===== config.mk =====
export PLATFORM = sky130hd
export DESIGN_NAME = bpu_table_ctrl
export DESIGN_NICKNAME = d
export VERILOG_FILES = /design/src/rtl/bpu_pkg.sv /design/src/rtl/sat_cnt2_next.sv /design/src/rtl/bpu_table_ctrl.sv
export SDC_FILE = /design/constraint.sdc
export NUM_CORES = 1
export LEC_CHECK = 0
export ABC_AREA = 1
export CAP_MARGIN = 20
export CELL_PAD_IN_SITES_DETAIL_PLACEMENT = 1
export CELL_PAD_IN_SITES_GLOBAL_PLACEMENT = 2
export CORE_MARGIN = 5
export CORE_UTILIZATION = 24
export CTS_BUF_LIST = sky130_fd_sc_hd__clkbuf_8
export CTS_CLUSTER_SIZE = 12
export DETAILED_ROUTE_END_ITERATION = 10
export GPL_TIMING_DRIVEN = 1
export PLACE_DENSITY_LB_ADDON = 0.1
export SETUP_SLACK_MARGIN = 0.05
export SLEW_MARGIN = 10
export SYNTH_ARGS = -nofsm -noshare
export SYNTH_HDL_FRONTEND = slang
export SYNTH_SLANG_ARGS = --single-unit

===== constraint.sdc =====
create_clock -name clk -period 8.4 [get_ports clk]
set_input_delay 1.68 -clock clk [delete_from_list [all_inputs] [get_ports clk]]
set_output_delay 1.68 -clock clk [all_outputs]
set_load 0.02 [all_outputs]

===== src/rtl/bpu_pkg.sv =====
// Shared definitions for the branch predictor table controller.
package bpu_pkg;
  localparam int IDX_W_DEF = 4;

  localparam logic [1:0] SN = 2'b00;
  localparam logic [1:0] WN = 2'b01;
  localparam logic [1:0] WT = 2'b10;
  localparam logic [1:0] ST = 2'b11;

  typedef enum logic {SWEEP, RUN} bpu_state_e;
endpackage


===== src/rtl/sat_cnt2_next.sv =====
// 2-bit saturating counter next value: count up on taken, down on not-taken.
module sat_cnt2_next
  import bpu_pkg::*;
(
  input  logic [1:0] cur,
  input  logic       taken,
  output logic [1:0] nxt
);
  always_comb begin
    nxt = cur;
    if (taken) begin
      if (cur != ST) nxt = cur + 2'd1;
    end else begin
      if (cur != SN) nxt = cur - 2'd1;
    end
  end
endmodule


===== src/rtl/bpu_table_ctrl.sv =====
// BHT controller: init/flush sweeps, table write arbitration, mispredict
// redirect and branch statistics.
module bpu_table_ctrl
  import bpu_pkg::*;
#(
  parameter int         IDX_W    = IDX_W_DEF,
  parameter logic [1:0] INIT_VAL = WN,
  parameter int         STAT_W   = 32
) (
  input  logic              clk,
  input  logic              rst,
  input  logic              flush_req,
  input  logic              ex_valid,
  input  logic              ex_is_branch,
  input  logic              ex_taken,
  input  logic [31:0]       ex_pc,
  input  logic [31:0]       ex_target,
  input  logic [31:0]       id_pc,
  input  logic [1:0]        tbl_rdata,
  output logic [IDX_W-1:0]  tbl_raddr,
  output logic              tbl_we,
  output logic [IDX_W-1:0]  tbl_waddr,
  output logic [1:0]        tbl_wdata,
  output logic              pred_en,
  output logic              redirect_valid,
  output logic [31:0]       redirect_pc,
  output logic              flush_if_id,
  output logic              flush_id_ex,
  output logic [STAT_W-1:0] stat_branches,
  output logic [STAT_W-1:0] stat_mispred
);
  bpu_state_e       state, state_nxt;
  logic [IDX_W-1:0] idx, idx_nxt;
  logic             br, mispred;
  logic [31:0]      next_pc;
  logic [1:0]       upd_val;

  assign tbl_raddr = ex_pc[IDX_W+1:2];
  assign br        = ex_valid & ex_is_branch;
  assign next_pc   = ex_taken ? ex_target : ex_pc + 32'd4;
  assign mispred   = ~rst & br & (id_pc != next_pc);

  assign redirect_valid = mispred;
  assign flush_if_id    = mispred;
  assign flush_id_ex    = mispred;
  assign redirect_pc    = mispred ? next_pc : 32'd0;

  sat_cnt2_next u_sat (
    .cur   (tbl_rdata),
    .taken (ex_taken),
    .nxt   (upd_val)
  );

  always_ff @(posedge clk) begin
    if (rst) begin
      state <= SWEEP;
      idx   <= '0;
    end else begin
      state <= state_nxt;
      idx   <= idx_nxt;
    end
  end

  // Sweep owns the write port; flush_req only matters once running.
  always_comb begin
    state_nxt = state;
    idx_nxt   = idx;
    tbl_we    = 1'b0;
    tbl_waddr = idx;
    tbl_wdata = INIT_VAL;
    pred_en   = 1'b0;
    if (!rst) begin
      case (state)
        SWEEP: begin
          tbl_we  = 1'b1;
          idx_nxt = idx + 1'b1;
          if (idx == {IDX_W{1'b1}}) state_nxt = RUN;
        end
        RUN: begin
          pred_en = 1'b1;
          if (flush_req) begin
            state_nxt = SWEEP;
            idx_nxt   = '0;
          end else if (br) begin
            tbl_we    = 1'b1;
            tbl_waddr = ex_pc[IDX_W+1:2];
            tbl_wdata = upd_val;
          end
        end
        default: state_nxt = SWEEP;
      endcase
    end
  end

  always_ff @(posedge clk) begin
    if (rst) begin
      stat_branches <= '0;
      stat_mispred  <= '0;
    end else begin
      if (br && stat_branches != {STAT_W{1'b1}})
        stat_branches <= stat_branches + STAT_W'(1);
      if (mispred && stat_mispred != {STAT_W{1'b1}})
        stat_mispred <= stat_mispred + STAT_W'(1);
    end
  end
endmodule


==> run_results.csv, run 1 <==
group,metric,value,unit
worst_setup_path,crit_path_start_kind,"primary input",
pwr,p_sw_frac,0.302,
timing,rsz0062_at_grt,"no",
worst_setup_path,critPathMaxFanout,34,
clock_network,clk_pin_slew,0.07,ns
clock_network,clock_latency,0.35,ns
pwr,switching_power,0.246,mW
synthesis,syn_avg_cell_area,5.51,um^2
final_layout,fill_cells,3343,
place,dp.cells,1618,
place,gp_congestion,0.778,
timing,final_max_slew_viol_count,0,
timing,hold_viol_final,0,
clock_network,clock-sinks,69,
synthesis,yosysUniqueCellTypes,37,
synthesis,yosysSeqAreaShare,0.227,
final_layout,multi_input_area,3920,um^2
final_layout,utilization,0.346,
pwr,ir_drop,0.0554,mV
synthesis,mappedNetlistNets,1213,
final_layout,area_growth,42.8,%
worst_setup_path,slowest_delay,0.61,ns
final_layout,n_antenna_cell,0,
route,routed_wl,25.0,mm
clock_network,numCtsBuffers,9,
floorplanning,die_y,169,um
floorplanning,die_x,169,um
final_layout,nNetsFinal,1407,
timing,fin_skew,0.0183,ns
worst_setup_path,path_common_cell,"nand2_1",
worst_setup_path,crit_path_top_delay_cell,"clkdlybuf4s50_1",
final_layout,seqCellArea,1380,um^2
global_routing,grt_max_degree,56,
synthesis,syn_area,6090,um^2
status,status,"finished, final reports clean",
synthesis,async_flop_share,0,
flow_run,drv_cap,0,
route,wl_per_cell,15.3,um
place,dp_hpwl,19.9,mm
pwr,power.internal,0.568,mW
place,io_buffers,214,
route,drt_first_iter_violations,252,
timing,clock.fmax,137,MHz
pwr,comb_power_share,0.244,
synthesis,synth_flop_cell,"dfxtp_1",
timing,setup_viol,0,
timing,fin_setup_tns,0,ns
worst_setup_path,crit_type,"in2out",
global_routing,grt_usage,0.171,
pwr,power_frac_seq,0.412,
synthesis,ys_warn_count,0,
pwr,p_per_area,93.5,nW/um^2
floorplanning,core_area,25100,um^2
worst_setup_path,worstPathArrival,5.63,ns
floorplanning,ios,215,
pwr,power.total,0.814,mW
route,via_per_inst,4.61,
clock_network,holdBufCountCts,0,
clock_network,cts_root_buffer,"clkbuf_8",
route,dr_total_vias,7525,
synthesis,ys_ff_latch,69,
worst_setup_path,required,6.72,ns
synthesis,synth-edff-count,0,
worst_setup_path,critPathCaptureType,"output pin",
worst_hold_path,hold_path.class,"reg2reg",
global_routing,antenna_found_initial,0,
final_layout,fin_cells,1634,
timing,post-route-period-util,0.870,
floorplanning,initial_core_util,0.243,
final_layout,drive_gt1_frac,0.0468,
floorplanning,die_area,28700,um^2
clock_network,cts_resized,0,
global_routing,grt_pass1_vias,7729,
clock_network,h-tree-depth,3,
clock_network,cts_tree,"done",
route,route.detailed.drc,0,
global_routing,overflow,0,
timing,maxSlewHeadroom,0.421,
synthesis,netlist_instances,1105,
route,dr.pass1.iters,4,
worst_setup_path,critical_path.cell_chain,"clkdlybuf4s50_1 -> ha_1 -> nand3_1 -> nor2_1 -> nand2_1 -> nand2_1 -> nand3_1 -> o211ai_1 -> nand2_1 -> nor2_1 -> nand2_1 -> nor3_1 -> nand3_2 -> nand2_2 -> inv_1 -> clkdlybuf4s50_1",
clock_network,cts.path.max_buffers,2,
clock_network,cts_setup_buffers,0,
floorplanning,std_cell_rows,58,
global_routing,grt_pass1_wl,40.3,mm
pwr,leakagePower,3.56,nW
timing,worst_slew_pin_slew,0.866,ns
pwr,clkPwrFrac,0.344,
timing,min_period,7.31,ns
route,ant_nets,0,
## cells in the mapped netlist (4+ instances only)
master      n  area [um^2]
nand3b_1   20          150
nand2_1   329         1230
a21oi_1    31          155
dfxtp_1    69         1380
buf_1       8         30.0
xor2_1     13          114
nand4_1    45          282
clkbuf_1   11         41.3
buf_2       4         20.0
nor2_1    172          646
o211ai_1    4         30.0
buf_4      10         75.1
ha_1        4         50.1
nor4_1      5         31.3
o21ai_0    33          165
or2_2      25          156
nor3_1     34          170
nor2_2      4         25.0
buf_6       4         45.0
inv_1     156          586
nand3_1    97          485
## path summary, 6_finish.rpt
path                             startpoint                             end  slack [ns]  cells after the start
max                                ex_pc[2]                     flush_id_ex        1.09                     16
min          stat_branches[22]$_SDFFE_PP0P_  stat_branches[22]$_SDFFE_PP0P_        0.50                      2
max reg2reg    stat_mispred[1]$_SDFFE_PP0P_   stat_mispred[22]$_SDFFE_PP0P_        5.15                     14
min reg2reg  stat_branches[22]$_SDFFE_PP0P_  stat_branches[22]$_SDFFE_PP0P_        0.50                      2
## power by group through the flow
stage	Sequential [mW]	Clock (mW)	Combinational, mW
after CTS	0.335	0.295	0.203
after global placement	0.343	0	0.199
after floorplan	0.344	0	0.0950
final	0.335	0.279	0.199
after detailed placement	0.343	0	0.201
after global routing	0.336	0.304	0.221
## critical path: cells and delay by family
| family | cells | cell delay (ns) |
|---|---|---|
| and+or+nand+nor | 11 | 2.18 |
| buffers and inverters | 3 | 1.37 |
| adders and majority gates | 1 | 0.25 |
| AOI/OAI and AO/OA | 1 | 0.13 |
## layout make-up
class	instances	share of cell area
Clock inverter	6	0.00633
Tap cell	330	0.0475
Inverter	157	0.0678
Multi-Input combinational cell	842	0.451
Clock buffer	10	0.0158
Sequential cell	69	0.159
Timing Repair Buffer	220	0.253
## flip-flops by register name (all words and copies together) (netlist names)
register / count
idx: 4
stat_branches: 32
stat_mispred: 32
state: 1
## placed cells by master (no fill, tap or decap), types with 25 or more instances in the layout
| cell type | count |
|---|---|
| nand2_1 | 329 |
| clkdlybuf4s50_1 | 213 |
| nor2_1 | 171 |
| inv_1 | 158 |
| nand3_1 | 96 |
| dfxtp_1 | 69 |
| nand4_1 | 45 |
| nor3_1 | 34 |
| o21ai_0 | 33 |
| a21oi_1 | 31 |
| or2_2 | 25 |
## metal layers
metal / part of all wire / global-route usage
met4: 0.0082 / 0.0312
met3: 0.042 / 0.0238
met2: 0.47 / 0.296
met5: 0 / 0
met1: 0.48 / 0.228
## metrics by stage
stage,hold slack [ns],cell area [um^2],worst slack (ns)
6_report,0.498,8700,1.09
5_1_grt,0.537,8700,0.629
4_1_cts,0.504,8700,0.885
3_5_place_dp,0.490,8510,0.883
3_3_place_gp,0.478,8480,1.02
2_1_floorplan,0.454,6090,3.04
## logic make-up after synthesis
group / count (synthesis) / synth area share
DFF: 69 / 0.227
adders and majority gates: 4 / 0.00822
AOI/OAI and AO/OA: 78 / 0.0694
muxes: 3 / 0.00493
buffers and inverters: 194 / 0.131
xor gates and xnor gates: 16 / 0.0230
and+or+nand+nor: 741 / 0.536
No activity file was read; power rests on OpenSTA's default activity.
==> inputs of run 2 (changes only) <==
--- a/config.mk
+++ b/config.mk
@@ -14,7 +14,8 @@
 export CTS_BUF_LIST = sky130_fd_sc_hd__clkbuf_8
 export CTS_CLUSTER_SIZE = 12
 export DETAILED_ROUTE_END_ITERATION = 10
-export GPL_TIMING_DRIVEN = 1
+export GPL_TIMING_DRIVEN = 0
+export HOLD_SLACK_MARGIN = 0.12
 export PLACE_DENSITY_LB_ADDON = 0.1
 export SETUP_SLACK_MARGIN = 0.05
 export SLEW_MARGIN = 10
==> run_results.csv, run 2 (synthesized netlist as in run 1, its figures left out) <==
group,metric,value,unit
worst_setup_path,crit_type,"in2out",
worst_setup_path,critPathCaptureType,"output pin",
floorplanning,die_area,28700,um^2
global_routing,grt_pass1_wl,42.1,mm
pwr,p_per_area,99.9,nW/um^2
floorplanning,die_y,169,um
global_routing,grt_usage,0.180,
clock_network,clock_latency,0.35,ns
clock_network,cts_setup_buffers,0,
pwr,ir_drop,0.0769,mV
clock_network,cts_tree,"done",
route,dr_total_vias,7653,
timing,fin_skew,0.00991,ns
timing,maxSlewHeadroom,0.463,
global_routing,grt_pass1_vias,7944,
place,io_buffers,214,
route,ant_nets,0,
final_layout,nNetsFinal,1438,
clock_network,h-tree-depth,3,
global_routing,overflow,0,
floorplanning,std_cell_rows,58,
final_layout,reg_top3,"stat_branches: 32 flops, stat_mispred: 32 flops, idx: 4 flops",
floorplanning,die_x,169,um
final_layout,n_antenna_cell,0,
clock_network,holdBufCountCts,0,
final_layout,drive_gt1_frac,0.0532,
route,dr.pass1.iters,4,
final_layout,utilization,0.354,
clock_network,cts_root_buffer,"clkbuf_8",
flow_run,drv_cap,0,
final_layout,seqCellArea,1380,um^2
global_routing,grt_max_degree,13,
final_layout,final_common_cell,"nand2_1",
route,wl_per_cell,15.9,um
place,dp.cells,1649,
floorplanning,ios,215,
timing,min_period,7.35,ns
worst_setup_path,critPathMaxFanout,10,
pwr,leakagePower,3.65,nW
route,via_per_inst,4.60,
final_layout,fill_cells,3349,
timing,final_max_slew_viol_count,0,
clock_network,clock-sinks,69,
route,route.detailed.drc,0,
floorplanning,initial_core_util,0.243,
route,routed_wl,26.4,mm
clock_network,cts.path.max_buffers,2,
worst_setup_path,path_delay_family,"simple AND/OR/NAND/NOR gates",
timing,clock.fmax,136,MHz
timing,hold_viol_final,0,
final_layout,area_growth,46.0,%
worst_setup_path,path_common_cell,"nand2_1",
worst_hold_path,hold_path.class,"reg2reg",
place,dp_hpwl,21.5,mm
final_layout,final_cell_mix,"329 x nand2_1, 214 x clkdlybuf4s50_1, 172 x nor2_1, 157 x inv_1, 97 x nand3_1",
place,gp_congestion,0.819,
status,status,"finished, final reports clean",
final_layout,multi_input_area,3910,um^2
timing,fin_setup_tns,0,ns
floorplanning,core_area,25100,um^2
timing,worst_slew_pin_slew,0.799,ns
timing,rsz0062_at_grt,"no",
worst_setup_path,crit_path_start_kind,"primary input",
worst_setup_path,crit_path_top_delay_cell,"clkdlybuf4s50_1",
timing,post-route-period-util,0.875,
clock_network,cts_resized,0,
worst_setup_path,required,6.72,ns
pwr,power.total,0.889,mW
timing,setup_viol,0,
worst_setup_path,worstPathArrival,5.67,ns
worst_setup_path,slowest_delay,0.65,ns
clock_network,clk_pin_slew,0.08,ns
final_layout,fin_cells,1665,
route,drt_first_iter_violations,311,
worst_setup_path,critical_path.cell_chain,"clkdlybuf4s50_1 -> ha_1 -> nand3_1 -> nor2_1 -> nand2_1 -> nor2_2 -> nand2_1 -> nand2_1 -> nand3_1 -> nand3b_1 -> nand2_1 -> nor2_1 -> nand2_1 -> nor2_1 -> nand3_1 -> buf_6 -> nand2_2 -> buf_4 -> inv_1 -> buf_4 -> clkdlybuf4s50_1",
clock_network,numCtsBuffers,9,
worst_setup_path,critPathBufInv,6,
global_routing,antenna_found_initial,0,
[run 2: cell types whose count changed in the layout (fill, tap and decap cells not counted), sizes merged]
cell,before,now
bufinv,1,3
clkbuf,10,21
clkdlybuf4s50,213,214
clkinvlp,1,0
buf,7,26
inv,159,158
[run 2: tightest hold or removal path: stages, from the launching register on]
cell     delay, ns
dfxtp_1       0.33
nand2_1       0.06
a21oi_1       0.05
[run 2: layout make-up]
type	instances	area share
plain buffers	37	0.0238
multi-input cells	842	0.439
clock buffers	10	0.0155
repair buffers	214	0.241
flip-flops and latches	69	0.155
clock inverters	6	0.0125
well taps	330	0.0464
inverters	157	0.0663
[run 2: path summary, 6_finish.rpt]
check	start	end	slack (ns)	cells past startpoint
max	ex_pc[2]	flush_if_id	1.05	21
min	idx[1]$_SDFFE_PP0P_	idx[1]$_SDFFE_PP0P_	0.49	2
max reg2reg	stat_mispred[0]$_SDFFE_PP0P_	stat_mispred[11]$_SDFFE_PP0P_	5.39	16
min reg2reg	idx[1]$_SDFFE_PP0P_	idx[1]$_SDFFE_PP0P_	0.49	2
[run 2: through the flow]
step	setup slack, ns	cell area, um^2	hold slack [ns]
after floorplan	3.04	6090	0.454
final	1.05	8890	0.488
after detailed placement	0.958	8640	0.477
after global placement	0.995	8640	0.475
after CTS	0.947	8890	0.491
after global routing	0.675	8890	0.525
[run 2: layer usage]
layer / track usage / vias to the layer above / share of wire / routed length, um
li1: - / 3960 / - / -
met1: 0.236 / 3518 / 0.47 / 12500
met2: 0.315 / 149 / 0.47 / 12400
met3: 0.0249 / 26 / 0.041 / 1100
met4: 0.0413 / 0 / 0.016 / 416
met5: 0 / - / 0 / 0
[run 2: power breakdown]
part / switching (mW) / total (mW) / internal, mW
registers: 0.00436 / 0.335 / 0.330
clock network: 0.144 / 0.350 / 0.206
logic: 0.107 / 0.204 / 0.0969
total: 0.256 / 0.889 / 0.633
==> inputs of run 3 (changes only) <==
==> constraint.sdc (replaced) <==
create_clock -name clk -period 8.4 [get_ports clk]
set_input_delay 1.68 -clock clk [delete_from_list [all_inputs] [get_ports clk]]
set_output_delay 1.68 -clock clk [all_outputs]
set_load 0.05 [all_outputs]
==> results of run 3 <==
Same layout as run 2 (identical final DEF). Status: finished, final reports clean.
Among the figures that moved: setup slack after placement 0.958 ns -> 0.795 ns; setup slack after layout 1.05 ns -> 0.887 ns; total power 0.889 mW -> 0.912 mW
